## src/rtl/dmem_arbiter_if.sv

```systemverilog
// dmem_arbiter_if: one requester's access port into the shared data memory arbiter.
interface dmem_arbiter_if #(parameter int DEPTH = 10);
    logic             req;
    logic             we;
    logic [DEPTH-1:0] addr;
    logic [31:0]      wdata;
    logic             gnt;
    logic             rvalid;
    logic [31:0]      rdata;
    modport master (output req, we, addr, wdata, input gnt, rvalid, rdata);
    modport slave  (input req, we, addr, wdata, output gnt, rvalid, rdata);
endinterface

```

## src/rtl/dmem_arbiter.sv

```systemverilog
// dmem_arbiter: shares one data memory between the CPU and the debug unit, CPU first with a starvation guard for debug.
module dmem_arbiter #(
    parameter int DEPTH    = 10,
    parameter int MAX_WAIT = 4
) (
    input  logic              clk,
    input  logic              rst,
    dmem_arbiter_if.slave     cpu,
    dmem_arbiter_if.slave     dbg,
    output logic [DEPTH-1:0]  mem_addr,
    output logic [31:0]       mem_wdata,
    output logic              mem_we,
    input  logic [31:0]       mem_rdata
);
    logic [3:0] wait_cnt;
    logic       dbg_pri;
    // Debug overrides the CPU once it has been denied MAX_WAIT cycles in a row.
    assign dbg_pri = dbg.req && wait_cnt == 4'(MAX_WAIT);
    assign cpu.gnt = !rst && cpu.req && !dbg_pri;
    assign dbg.gnt = !rst && dbg.req && (dbg_pri || !cpu.req);
    always_comb begin
        mem_addr  = cpu.gnt ? cpu.addr  : dbg.gnt ? dbg.addr  : '0;
        mem_wdata = cpu.gnt ? cpu.wdata : dbg.gnt ? dbg.wdata : '0;
        mem_we    = cpu.gnt ? cpu.we    : dbg.gnt && dbg.we;
    end
    always_ff @(posedge clk or posedge rst) begin
        if (rst) begin
            wait_cnt   <= '0;
            cpu.rvalid <= 1'b0;
            dbg.rvalid <= 1'b0;
            cpu.rdata  <= '0;
            dbg.rdata  <= '0;
        end else begin
            wait_cnt   <= (dbg.req && !dbg.gnt) ? (dbg_pri ? wait_cnt : wait_cnt + 4'd1) : 4'd0;
            cpu.rvalid <= cpu.gnt;
            dbg.rvalid <= dbg.gnt;
            if (cpu.gnt) cpu.rdata <= mem_rdata;
            if (dbg.gnt) dbg.rdata <= mem_rdata;
        end
    end
endmodule

```

## src/flat_wrapper.sv

```systemverilog
// flat-port wrapper written by rule: the top's interface ports become plain ports
module dmem_arbiter_flat 
#(
    parameter int DEPTH    = 10,
    parameter int MAX_WAIT = 4
)
  (clk, rst, mem_addr, mem_wdata, mem_we, mem_rdata, cpu_req, cpu_we, cpu_addr, cpu_wdata, cpu_gnt, cpu_rvalid, cpu_rdata, dbg_req, dbg_we, dbg_addr, dbg_wdata, dbg_gnt, dbg_rvalid, dbg_rdata);
  dmem_arbiter_if #(.DEPTH(DEPTH)) cpu_i ();
  dmem_arbiter_if #(.DEPTH(DEPTH)) dbg_i ();
  input  logic clk;
  input  logic rst;
  output logic [DEPTH-1:0] mem_addr;
  output logic [31:0] mem_wdata;
  output logic mem_we;
  input  logic [31:0] mem_rdata;
  input wire logic [$bits(cpu_i.req)-1:0] cpu_req;
  input wire logic [$bits(cpu_i.we)-1:0] cpu_we;
  input wire logic [$bits(cpu_i.addr)-1:0] cpu_addr;
  input wire logic [$bits(cpu_i.wdata)-1:0] cpu_wdata;
  output wire logic [$bits(cpu_i.gnt)-1:0] cpu_gnt;
  output wire logic [$bits(cpu_i.rvalid)-1:0] cpu_rvalid;
  output wire logic [$bits(cpu_i.rdata)-1:0] cpu_rdata;
  input wire logic [$bits(dbg_i.req)-1:0] dbg_req;
  input wire logic [$bits(dbg_i.we)-1:0] dbg_we;
  input wire logic [$bits(dbg_i.addr)-1:0] dbg_addr;
  input wire logic [$bits(dbg_i.wdata)-1:0] dbg_wdata;
  output wire logic [$bits(dbg_i.gnt)-1:0] dbg_gnt;
  output wire logic [$bits(dbg_i.rvalid)-1:0] dbg_rvalid;
  output wire logic [$bits(dbg_i.rdata)-1:0] dbg_rdata;
  assign cpu_i.req = cpu_req;
  assign cpu_i.we = cpu_we;
  assign cpu_i.addr = cpu_addr;
  assign cpu_i.wdata = cpu_wdata;
  assign cpu_gnt = cpu_i.gnt;
  assign cpu_rvalid = cpu_i.rvalid;
  assign cpu_rdata = cpu_i.rdata;
  assign dbg_i.req = dbg_req;
  assign dbg_i.we = dbg_we;
  assign dbg_i.addr = dbg_addr;
  assign dbg_i.wdata = dbg_wdata;
  assign dbg_gnt = dbg_i.gnt;
  assign dbg_rvalid = dbg_i.rvalid;
  assign dbg_rdata = dbg_i.rdata;
  dmem_arbiter #(.DEPTH(DEPTH), .MAX_WAIT(MAX_WAIT)) u_core (.clk(clk), .rst(rst), .cpu(cpu_i), .dbg(dbg_i), .mem_addr(mem_addr), .mem_wdata(mem_wdata), .mem_we(mem_we), .mem_rdata(mem_rdata));
endmodule
```

## config.mk

```make
export PLATFORM = sky130hd
export DESIGN_NAME = dmem_arbiter_flat
export DESIGN_NICKNAME = d
export VERILOG_FILES = /design/src/rtl/dmem_arbiter_if.sv /design/src/rtl/dmem_arbiter.sv /design/src/flat_wrapper.sv
export SDC_FILE = /design/constraint.sdc
export NUM_CORES = 1
export LEC_CHECK = 0
export BUFFER_PORTS_ARGS = -buffer_cell sky130_fd_sc_hd__buf_4
export CORE_ASPECT_RATIO = 0.6
export CORE_UTILIZATION = 26
export CTS_CLUSTER_DIAMETER = 120
export DETAILED_ROUTE_END_ITERATION = 6
export HOLD_SLACK_MARGIN = 0.08
export PLACE_DENSITY = 0.56
export REMOVE_ABC_BUFFERS = 1
export SLEW_MARGIN = 20
export SYNTH_ARGS = -nofsm -noshare
export SYNTH_HDL_FRONTEND = slang
export SYNTH_SLANG_ARGS = --single-unit
```

## constraint.sdc

```tcl
create_clock -name clk -period 5.5 [get_ports clk]
set_clock_uncertainty 0.1 [all_clocks]
set_input_delay 1.1 -clock clk [delete_from_list [all_inputs] [get_ports clk]]
set_output_delay 1.1 -clock clk [all_outputs]
set_load 0.03 [all_outputs]
```

Yosys cells after proc, flatten, opt, wreduce, memory -nomap -nowiden
Index checks and enable logic that the tools add are counted.
{ "word_totals": {"ff_bits": 70, "input_bits": 122, "output_inout_bits": 111, "elab_cells": 27} }
{ "op_classes": {"add_sub_neg": 1, "n_eq_ne": 2, "mux": 7, "reduce_logical": 12} }
{ "op_table": {"columns": ["operator", "count"], "rows": [
  ["$mux W32", 2],
  ["$mux W10", 2],
  ["$mux W4", 2],
  ["$logic_and A1 B1 Y1", 7],
  ["$add A4 B1 Y4 const B", 1],
  ["$eq A4 B3 Y1 const B", 1],
  ["$logic_not A1 Y1", 4],
  ["$ne A2 B2 Y1 const B", 1],
  ["$logic_or A1 B1 Y1", 1],
  ["$mux W1", 1]
]} }

Logic depth before layout (Yosys ltp)
Gate-level depths: netlist of run 1.
{ "logic_depth": {"depth_word": 7, "depth_mapped": 7, "depth_no_buf": 5} }

Worst setup path before layout of run 1
Ideal clock, no wire load.
{ "synth_timing": {"path_kind": "input to output", "start": "in rst", "end": "out mem_addr[0]", "arrival_time_ps": 3618, "required_time_ps": 4300, "path_slack_ps": 682, "path_stages": 5, "n_path_buf": 2, "path_cell_list": "inv_1 -> o211a_1 -> buf_4 -> buf_6 -> a22o_1"} }
{ "synth_between": {"word_cells_on_any_way": 7, "cone_classes": "mux: 2; reduce/logical: 5"} }
{ "synth_lines": {"columns": ["element", "line", "source"], "rows": [
  ["start: declaration", "flat_wrapper.sv:11", "input logic rst;"],
  ["$logic_not A1 Y1", "dmem_arbiter.sv:19", "assign cpu.gnt = !rst && cpu.req && !dbg_pri;"],
  ["$logic_and A1 B1 Y1 (2 in a row)", "dmem_arbiter.sv:19", null],
  ["named net cpu_gnt", "flat_wrapper.sv:20", "output wire logic [$bits(cpu_i.gnt)-1:0] cpu_gnt;"],
  ["$mux W10", "dmem_arbiter.sv:22", "mem_addr = cpu.gnt ? cpu.addr : dbg.gnt ? dbg.addr : '0;"],
  ["end: declaration", "flat_wrapper.sv:12", "output logic [DEPTH-1:0] mem_addr;"]
]} }
The timed path passes the listed nets, and every way through them passes these cells.

Worst setup path after layout of run 1
{ "layout_timing": {"start": "in dbg_req", "end": "out mem_wdata[23]"} }
{ "layout_between": {"elab_chain_len": 5, "word_cells_on_any_way": 8, "cone_classes": "mux: 2; reduce/logical: 6"} }
{ "layout_rtl": {"columns": ["element", "line", "source"], "rows": [
  ["start: declaration", "flat_wrapper.sv:23", "input wire logic [$bits(dbg_i.req)-1:0] dbg_req;"],
  ["$logic_and A1 B1 Y1", "dmem_arbiter.sv:18", "assign dbg_pri = dbg.req && wait_cnt == 4'(MAX_WAIT);"],
  ["$logic_or A1 B1 Y1", "dmem_arbiter.sv:20", "assign dbg.gnt = !rst && dbg.req && (dbg_pri || !cpu.req);"],
  ["$logic_and A1 B1 Y1", "dmem_arbiter.sv:20", null],
  ["$mux W32", "dmem_arbiter.sv:23", "mem_wdata = cpu.gnt ? cpu.wdata : dbg.gnt ? dbg.wdata : '0;"],
  ["$mux W32 (*)", "dmem_arbiter.sv:23", null],
  ["end: declaration", "flat_wrapper.sv:13", "output logic [31:0] mem_wdata;"]
]} }
Every way passes the cells marked *; elsewhere a longest branch is shown, timed or not.

==> results.toml, run 1 <==
[critical_path]
path_max_fanout = 64
path_buf_inv = 3
reg2reg_depth = 6
path_delay_family = "compound AO/OA/AOI/OAI gates"
end_kind = "primary output"
crit_arrival_ns = 2.62
reg2reg_setup_slack_ns = 2.95
reg2reg_to = "u_core.cpu.rdata[0]"
cp-start-kind = "input pin"
critPathRequiredTime_ns = 4.30
crit_path_cell_trace = "buf_4 > inv_1 > o211a_4 > a22o_1 > buf_4"
crit_path_max_incr_delay_ns = 0.73
r2r_start = "u_core.wait_cnt[0]"
path_depth = 5
crit_path_top_delay_cell = "o211a_4"
path_class = "input pin to primary output"
crit_path_frequent_cell = "buf_4"

[floorplanning]
die_w_um = 144
num_rows = 30
floorplan.die.height_um = 87.1
die-area_um2 = 12500
start_util = 0.273
io_pins = 233
coreArea_um2 = 11500

[finish]
antenna_cells = 0
area.growth.synth_to_final_pct = 69.3
seqCellArea_um2 = 1750
nets = 569
drive_gt1_frac = 0.707
multiInputGateArea_um2 = 1250
stdcell_count = 610
nFillCells = 1048

[route]
wire_per_inst_um = 15.6
totalWireLength_um = 9530
antenna_left = 0
drc_errors = 0
firstDrtPassIters = 3
vias = 2678
viasPerCell = 4.39
drt_iter0_drc = 51

[clock_network]
cts_tree = "done"
postCtsSetupBuffers = 0
ctsHoldBuffers = 0
cts_root_buf = "clkbuf_16"
cts-resized-gates = 0
numCtsBuffers = 9
cts.path.max_buffers = 2
cts.sinks = 70
cts_max_level = 3
clkLatencyLatePin_ns = 0.33
clk_pin_slew_ns = 0.05

[global_routing]
overflow = 0
grt_use_total = 0.147
grt_pass1_vias = 2624
grtUsageMet2 = 0.227
grtUsageMet3 = 0.0874
antenna_found_initial = 0
grt_pass1_wl_um = 13800
grt_busiest_layer = "met2"
grt_max_degree = 71
use_met1 = 0.172

[hold_path]
min-delay-start = "u_core.dbg.rdata[0]"
hp-class = "flip-flop to flip-flop"
hold_path_end = "u_core.dbg.rdata[0]"
whs_path_depth = 1

[timing]
rsz0062_at_grt = "no"
hold_viol = 0
fmax_ghz = 0.262
worstMarginPinSlew_ns = 0.895
relSlewSlack = 0.403
period_share = 0.695
period_minus_slack_ns = 3.82
setup_viol = 0
maxSlewViolCount = 0

[placement]
gp_congestion = 0.779
dp_cells = 594
hpwl_um = 7050
portBuffers = 232

[synthesis]
synthesis.area_um2 = 3140
synthFlopType = "dfrtp_1"
synth_top_area_share = 0.558
syn-instance-count = 214
yosysWarnings = 0
synth-seq-cells = 70
synth_edf_count = 0
yosysMostFrequentCell = "dfrtp_1"
syn_avg_cell_area_um2 = 14.7
synth_area_leaders = "dfrtp_1, mux2_2, a22o_1"
ys_seq_area_frac = 0.558
synth_commonest_cells = "dfrtp_1, mux2_2, a22o_1, buf_4"
yosysTopAreaCell = "dfrtp_1"
synth.distinct_cells = 22
async_flop_share = 1.00

[power]
p_leak_uw = 0.00260
cellPowerDensity_nw_per_um2 = 358
ir_drop_mv = 0.181
total_power_uw = 1900

[job]
drv_cap = 0

[outcome]
status = "finished clean"
-- report_power, final --
group | total [uW] | switching (uW) | internal, uW
Clock | 624 | 217 | 407
Sequential | 653 | 49.1 | 604
Combinational | 625 | 349 | 276
-- layer usage --
metal / vias up / share of wire
met1: 1270 / 0.41
met2: 135 / 0.45
li1: 1266 / -
met4: 0 / 0.0073
met5: - / 0
met3: 7 / 0.13
-- layout make-up --
class	count	share of cell area
Tap cell	160	0.0377
Timing Repair Buffer	236	0.333
Clock inverter	6	0.0160
Multi-Input combinational cell	124	0.236
Clock buffer	10	0.0450
Inverter	4	0.00282
Sequential cell	70	0.329
-- layout by cell type, fill, tap and decap left out, types with 2 or more instances in the layout --
cell	netlist	layout
ha_1	2	2
inv_1	4	3
a22o_1	43	43
bufinv_16	0	2
clkinv_2	0	2
clkinvlp_4	0	2
buf_4	9	236
clkbuf_16	0	9
mux2_2	62	62
dfrtp_1	70	70
mux2_1	2	2
nand3_1	3	3
-- sequential cells by signal, indices dropped and copies added, names as in the netlist --
register / cells
u_core.cpu.rdata: 32
u_core.cpu.rvalid: 1
u_core.dbg.rdata: 32
u_core.dbg.rvalid: 1
u_core.wait_cnt: 4
-- logic make-up after synthesis --
logic type,synth area share
flops,0.558
mux,0.229
compound gates,0.140
buf+inv,0.0454
simple gates,0.0139
xor+xnor,0.00558
fa+ha+maj,0.00797
-- stage by stage --
stage               setup TNS (ns)   util  instance area, um^2  setup slack (ns)  hold WS (ns)
floorplan                   -21.67      -                 3010            -0.504         0.418
detailed placement               0  0.433                 4990              1.66         0.381
finish                           0  0.461                 5320              1.68         0.388
CTS                              0  0.461                 5320              1.64         0.393
global placement                 0  0.433                 4990              1.72         0.369
global route                     0  0.461                 5320              1.58         0.402
-- worst register-to-register path: cells and delay by family, from the launching register on --
family                   cells  cell delay [ns]
AO/OA/AOI/OAI                1             0.69
adder cells (fa/ha/maj)      1             0.23
buffers and inverters        2             0.48
AND/OR/NAND/NOR              1             0.13
flip-flops                   1             0.42
multiplexers                 1             0.37
-- worst max path at each step --
stage,from,to,slack (ns)
detailed placement,dbg_req,mem_wdata[23],1.66
global route,dbg_req,mem_addr[2],1.58
floorplan,rst,mem_addr[0],-0.50
CTS,dbg_req,mem_wdata[2],1.64
finish,dbg_req,mem_wdata[23],1.68
global placement,dbg_req,mem_wdata[31],1.72
No activity file was read; power rests on OpenSTA's default activity.
==> inputs of run 2 (changes only) <==
==> constraint.sdc (replaced) <==
create_clock -name clk -period 3.6 [get_ports clk]
set_clock_uncertainty 0.1 [all_clocks]
set_input_delay 0.72 -clock clk [delete_from_list [all_inputs] [get_ports clk]]
set_output_delay 0.72 -clock clk [all_outputs]
set_load 0.03 [all_outputs]
==> results.toml, run 2 (synthesis results as in run 1) <==
[hold_path]
hp-class = "flip-flop to flip-flop"

[timing]
fmax_ghz = 0.324
period_share = 0.857
maxSlewViolCount = 0
setup_viol = 0
relSlewSlack = 0.402
period_minus_slack_ns = 3.08
rsz0062_at_grt = "no"
worst_slack_ns = 0.516
hold_viol = 0
worstMarginPinSlew_ns = 0.896

[clock_network]
cts_root_buf = "clkbuf_16"
cts.path.max_buffers = 2
clk_pin_slew_ns = 0.05
cts_max_level = 3
numCtsBuffers = 9
cts-resized-gates = 0
postCtsSetupBuffers = 0
clkLatencyLatePin_ns = 0.33
cts.sinks = 70
cts_tree = "done"
ctsHoldBuffers = 0

[route]
wire_per_inst_um = 15.5
wl_met3_um = 1360
drc_errors = 0
antenna_left = 0
viasPerCell = 4.42
wl_met2_um = 4120
drt_iter0_drc = 44
wl_met1_um = 3930
firstDrtPassIters = 4
top_layer_used = "met4"
vias = 2707
totalWireLength_um = 9510

[power]
ir_drop_mv = 0.292
total_power_uw = 2810
cellPowerDensity_nw_per_um2 = 529
p_leak_uw = 0.00260

[finish]
antenna_cells = 0
nets = 572
drive_gt1_frac = 0.702
area.growth.synth_to_final_pct = 69.1
layout_common_cells = "buf_4, dfrtp_1, mux2_2"
mostFrequentLayoutCell = "buf_4"
top_regs = "u_core.cpu.rdata (32), u_core.dbg.rdata (32), u_core.wait_cnt (4)"

[critical_path]
critPathRequiredTime_ns = 2.78
crit_end = "mem_wdata[19]"
cp-start-kind = "flip-flop"
end_kind = "primary output"
crit_start = "u_core.wait_cnt[0]"
r2r_start = "u_core.wait_cnt[0]"
reg2reg_setup_slack_ns = 1.17
reg2reg_depth = 7
path_class = "flip-flop to primary output"
crit_arrival_ns = 2.26
path_max_fanout = 36
reg2reg_to = "u_core.dbg.rdata[25]"

[floorplanning]
num_rows = 30
start_util = 0.273
floorplan.die.height_um = 87.1
io_pins = 233
coreArea_um2 = 11500
die-area_um2 = 12500
die_w_um = 144

[outcome]
status = "finished clean"

[placement]
gp_congestion = 0.721
hpwl_um = 7290
portBuffers = 232
place_ws_ns = 0.738

[global_routing]
overflow = 0
grt_pass1_wl_um = 13800
antenna_found_initial = 0
grt_pass1_vias = 2595
grt_max_degree = 71
grt_use_total = 0.148

[job]
drv_cap = 0
run 2: power breakdown:
group / switching, uW / total (uW) / internal (uW) / leakage [uW]
logic: 538 / 963 / 425 / 0.00163
clock network: 317 / 851 / 534 / 0.000137
registers: 70.3 / 993 / 923 / 0.000834
run 2: final cells by class:
class	count	area, um^2
multi-input cells	124	1250
well taps	160	200
fillers	1090	6210
clock buffers	12	236
repair buffers	239	1810
clock inverters	4	47.5
inverters	4	15.0
flip-flops and latches	70	1750
run 2: how the worst min path moves through the flow:
stage                   startpoint                   to  slack [ns]  depth (start not counted)
5_1_grt        u_core.dbg.rdata[0]  u_core.dbg.rdata[0]        0.40                          1
3_5_place_dp   u_core.dbg.rdata[0]  u_core.dbg.rdata[0]        0.38                          1
4_1_cts        u_core.dbg.rdata[0]  u_core.dbg.rdata[0]        0.40                          1
3_3_place_gp   u_core.dbg.rdata[4]  u_core.dbg.rdata[4]        0.37                          1
6_report       u_core.dbg.rdata[0]  u_core.dbg.rdata[0]        0.39                          1
2_1_floorplan   u_core.wait_cnt[0]   u_core.wait_cnt[0]        0.42                          1
run 2: metrics by stage:
stage                     utilization  instance area [um^2]  std cells  TNS (ns)  hold slack (ns)
after detailed placement        0.436                  5030        597         0            0.384
after global placement          0.436                  5030        597         0            0.369
final                           0.461                  5310        613         0            0.388
after floorplan                     -                  3010        198   -103.83            0.418
after CTS                       0.461                  5310        613         0            0.395
after global routing            0.461                  5310        613         0            0.405
run 2: per-layer routing:
layer,track usage,vias up
li1,-,1275
met1,0.172,1287
met2,0.225,134
met3,0.0885,11
met4,0.0493,0
met5,0,-
run 2: critical path, cell delays in order (launching register included):
cell and delay (ns):
dfrtp_1 0.42, inv_1 0.08, ha_1 0.19, nand3b_4 0.14, a211oi_4 0.31, buf_4 0.42
a22o_1 0.21, buf_4 0.17
==> inputs of run 3 (changes only) <==
--- a/config.mk
+++ b/config.mk
@@ -11,7 +11,7 @@
 export CTS_CLUSTER_DIAMETER = 120
 export DETAILED_ROUTE_END_ITERATION = 6
 export HOLD_SLACK_MARGIN = 0.08
-export PLACE_DENSITY = 0.56
+export PLACE_DENSITY = 0.58
 export REMOVE_ABC_BUFFERS = 1
 export SLEW_MARGIN = 20
 export SYNTH_ARGS = -nofsm -noshare
==> constraint.sdc (replaced) <==
create_clock -name clk -period 2.55 [get_ports clk]
set_clock_uncertainty 0.1 [all_clocks]
set_input_delay 0.51 -clock clk [delete_from_list [all_inputs] [get_ports clk]]
set_output_delay 0.51 -clock clk [all_outputs]
set_load 0.03 [all_outputs]
==> results.toml, run 3 (synthesis results as in run 1) <==
[route]
wire_per_inst_um = 16.9
viasPerCell = 4.49
firstDrtPassIters = 4
drt_iter0_drc = 59
totalWireLength_um = 10600
drc_errors = 0
antenna_left = 0
vias = 2799

[critical_path]
path_class = "flip-flop to primary output"
path_delay_family = "buffers and inverters"
reg2reg_to = "u_core.dbg.rdata[28]"
critPathRequiredTime_ns = 1.94
reg2reg_depth = 9
path_depth = 8
end_kind = "primary output"
crit_path_frequent_cell = "buf_6"
r2r_start = "u_core.wait_cnt[0]"
cp-start-kind = "flip-flop"
path_max_fanout = 6
crit_path_cell_trace = "inv_2 > ha_4 > nand3b_4 > a211oi_4 > buf_6 > buf_12 > a22o_1 > buf_6"
crit_path_top_delay_cell = "dfrtp_1"
crit_path_max_incr_delay_ns = 0.38
path_buf_inv = 4
reg2reg_setup_slack_ns = 0.17
crit_arrival_ns = 1.95

[floorplanning]
coreArea_um2 = 11500
floorplan.die.height_um = 87.1
start_util = 0.273
die_w_um = 144
num_rows = 30
die-area_um2 = 12500
io_pins = 233

[placement]
place_ws_ns = 0.102
portBuffers = 232
placed_cell_area_um2 = 5060
gp_congestion = 0.683
hpwl_um = 6890

[timing]
relSlewSlack = 0.399
maxSlewViolCount = 0
fmax_ghz = 0.391
worstMarginPinSlew_ns = 0.901
setup_viol = 8
period_minus_slack_ns = 2.56
period_share = 1.00
worst_slack_ns = -0.0103
rsz0062_at_grt = "yes"
hold_viol = 0
holdWs_ns = 0.307

[hold_path]
whs_path_depth = 2
hp-class = "input pin to flip-flop"
min-delay-start = "mem_rdata[4]"
hold_path_end = "u_core.dbg.rdata[4]"

[job]
drv_cap = 0

[finish]
area.growth.synth_to_final_pct = 83.1
design_area_um2 = 5750
layout_common_cells = "buf_4, dfrtp_1, mux2_2"
nets = 583
postLayoutCoreUtil = 0.499
mostFrequentLayoutCell = "buf_4"
top_regs = "u_core.cpu.rdata (32), u_core.dbg.rdata (32), u_core.wait_cnt (4)"
antenna_cells = 0
drive_gt1_frac = 0.722

[clock_network]
cts.sinks = 70
cts_tree = "done"
clkLatencyLatePin_ns = 0.32
cts_max_level = 3
ctsHoldBuffers = 0
numCtsBuffers = 9
cts_root_buf = "clkbuf_16"
clk_pin_slew_ns = 0.06
cts.path.max_buffers = 2

[global_routing]
overflow = 0
grt_pass1_wl_um = 14600
grt_max_degree = 71
grt_pass1_vias = 2811
grt_use_total = 0.156
antenna_found_initial = 0

[power]
ir_drop_mv = 0.382
total_power_uw = 4250
p_leak_uw = 0.00277
cellPowerDensity_nw_per_um2 = 739

[outcome]
status = "finished, violations left"
violations = "setup timing"
run 3: worst max path at each step:
| stage | startpoint | end | slack [ns] |
|---|---|---|---|
| after floorplan | rst | mem_addr[0] | -2.27 |
| after global placement | u_core.wait_cnt[0] | mem_wdata[29] | 0.18 |
| after detailed placement | u_core.wait_cnt[0] | mem_wdata[5] | 0.10 |
| after CTS | u_core.wait_cnt[1] | mem_wdata[5] | -0.04 |
| after global routing | u_core.wait_cnt[0] | mem_addr[6] | -0.10 |
| final | u_core.wait_cnt[0] | mem_wdata[0] | -0.01 |
run 3: timing repair:
action                                  CTS  global route
endpoints found under the setup margin   44            43
pin swaps                                26             7
gates resized for setup                  46             3
cloned                                    2             3
buffers inserted                          6             1
run 3: through the flow:
step | std cells | TNS [ns]
6_report | 624 | -0.0414
5_1_grt | 624 | -3.35
4_1_cts | 620 | -0.457
3_5_place_dp | 596 | 0
3_3_place_gp | 596 | 0
2_1_floorplan | 198 | -186.90
run 3: area by class of cell:
type | instances | area, um^2
clock inverters | 4 | 76.3
well taps | 160 | 200
multi-input cells | 124 | 1270
fillers | 1070 | 5770
repair buffers | 250 | 2180
inverters | 4 | 15.0
flip-flops and latches | 70 | 1750
clock buffers | 12 | 267
run 3: per-layer routing:
metal  part of all wire  vias up  global-route usage
met3               0.11        7              0.0731
met5                  0        -                   0
met2               0.44      144               0.238
met4             0.0055        0              0.0406
li1                   -     1293                   -
met1               0.44     1355               0.197
run 3: power by group:
part           total (uW)  switching [uW]  internal [uW]  leakage, uW
clock                1410             468            940     0.000165
combinational        1440             779            660      0.00177
sequential           1400             101           1300     0.000834
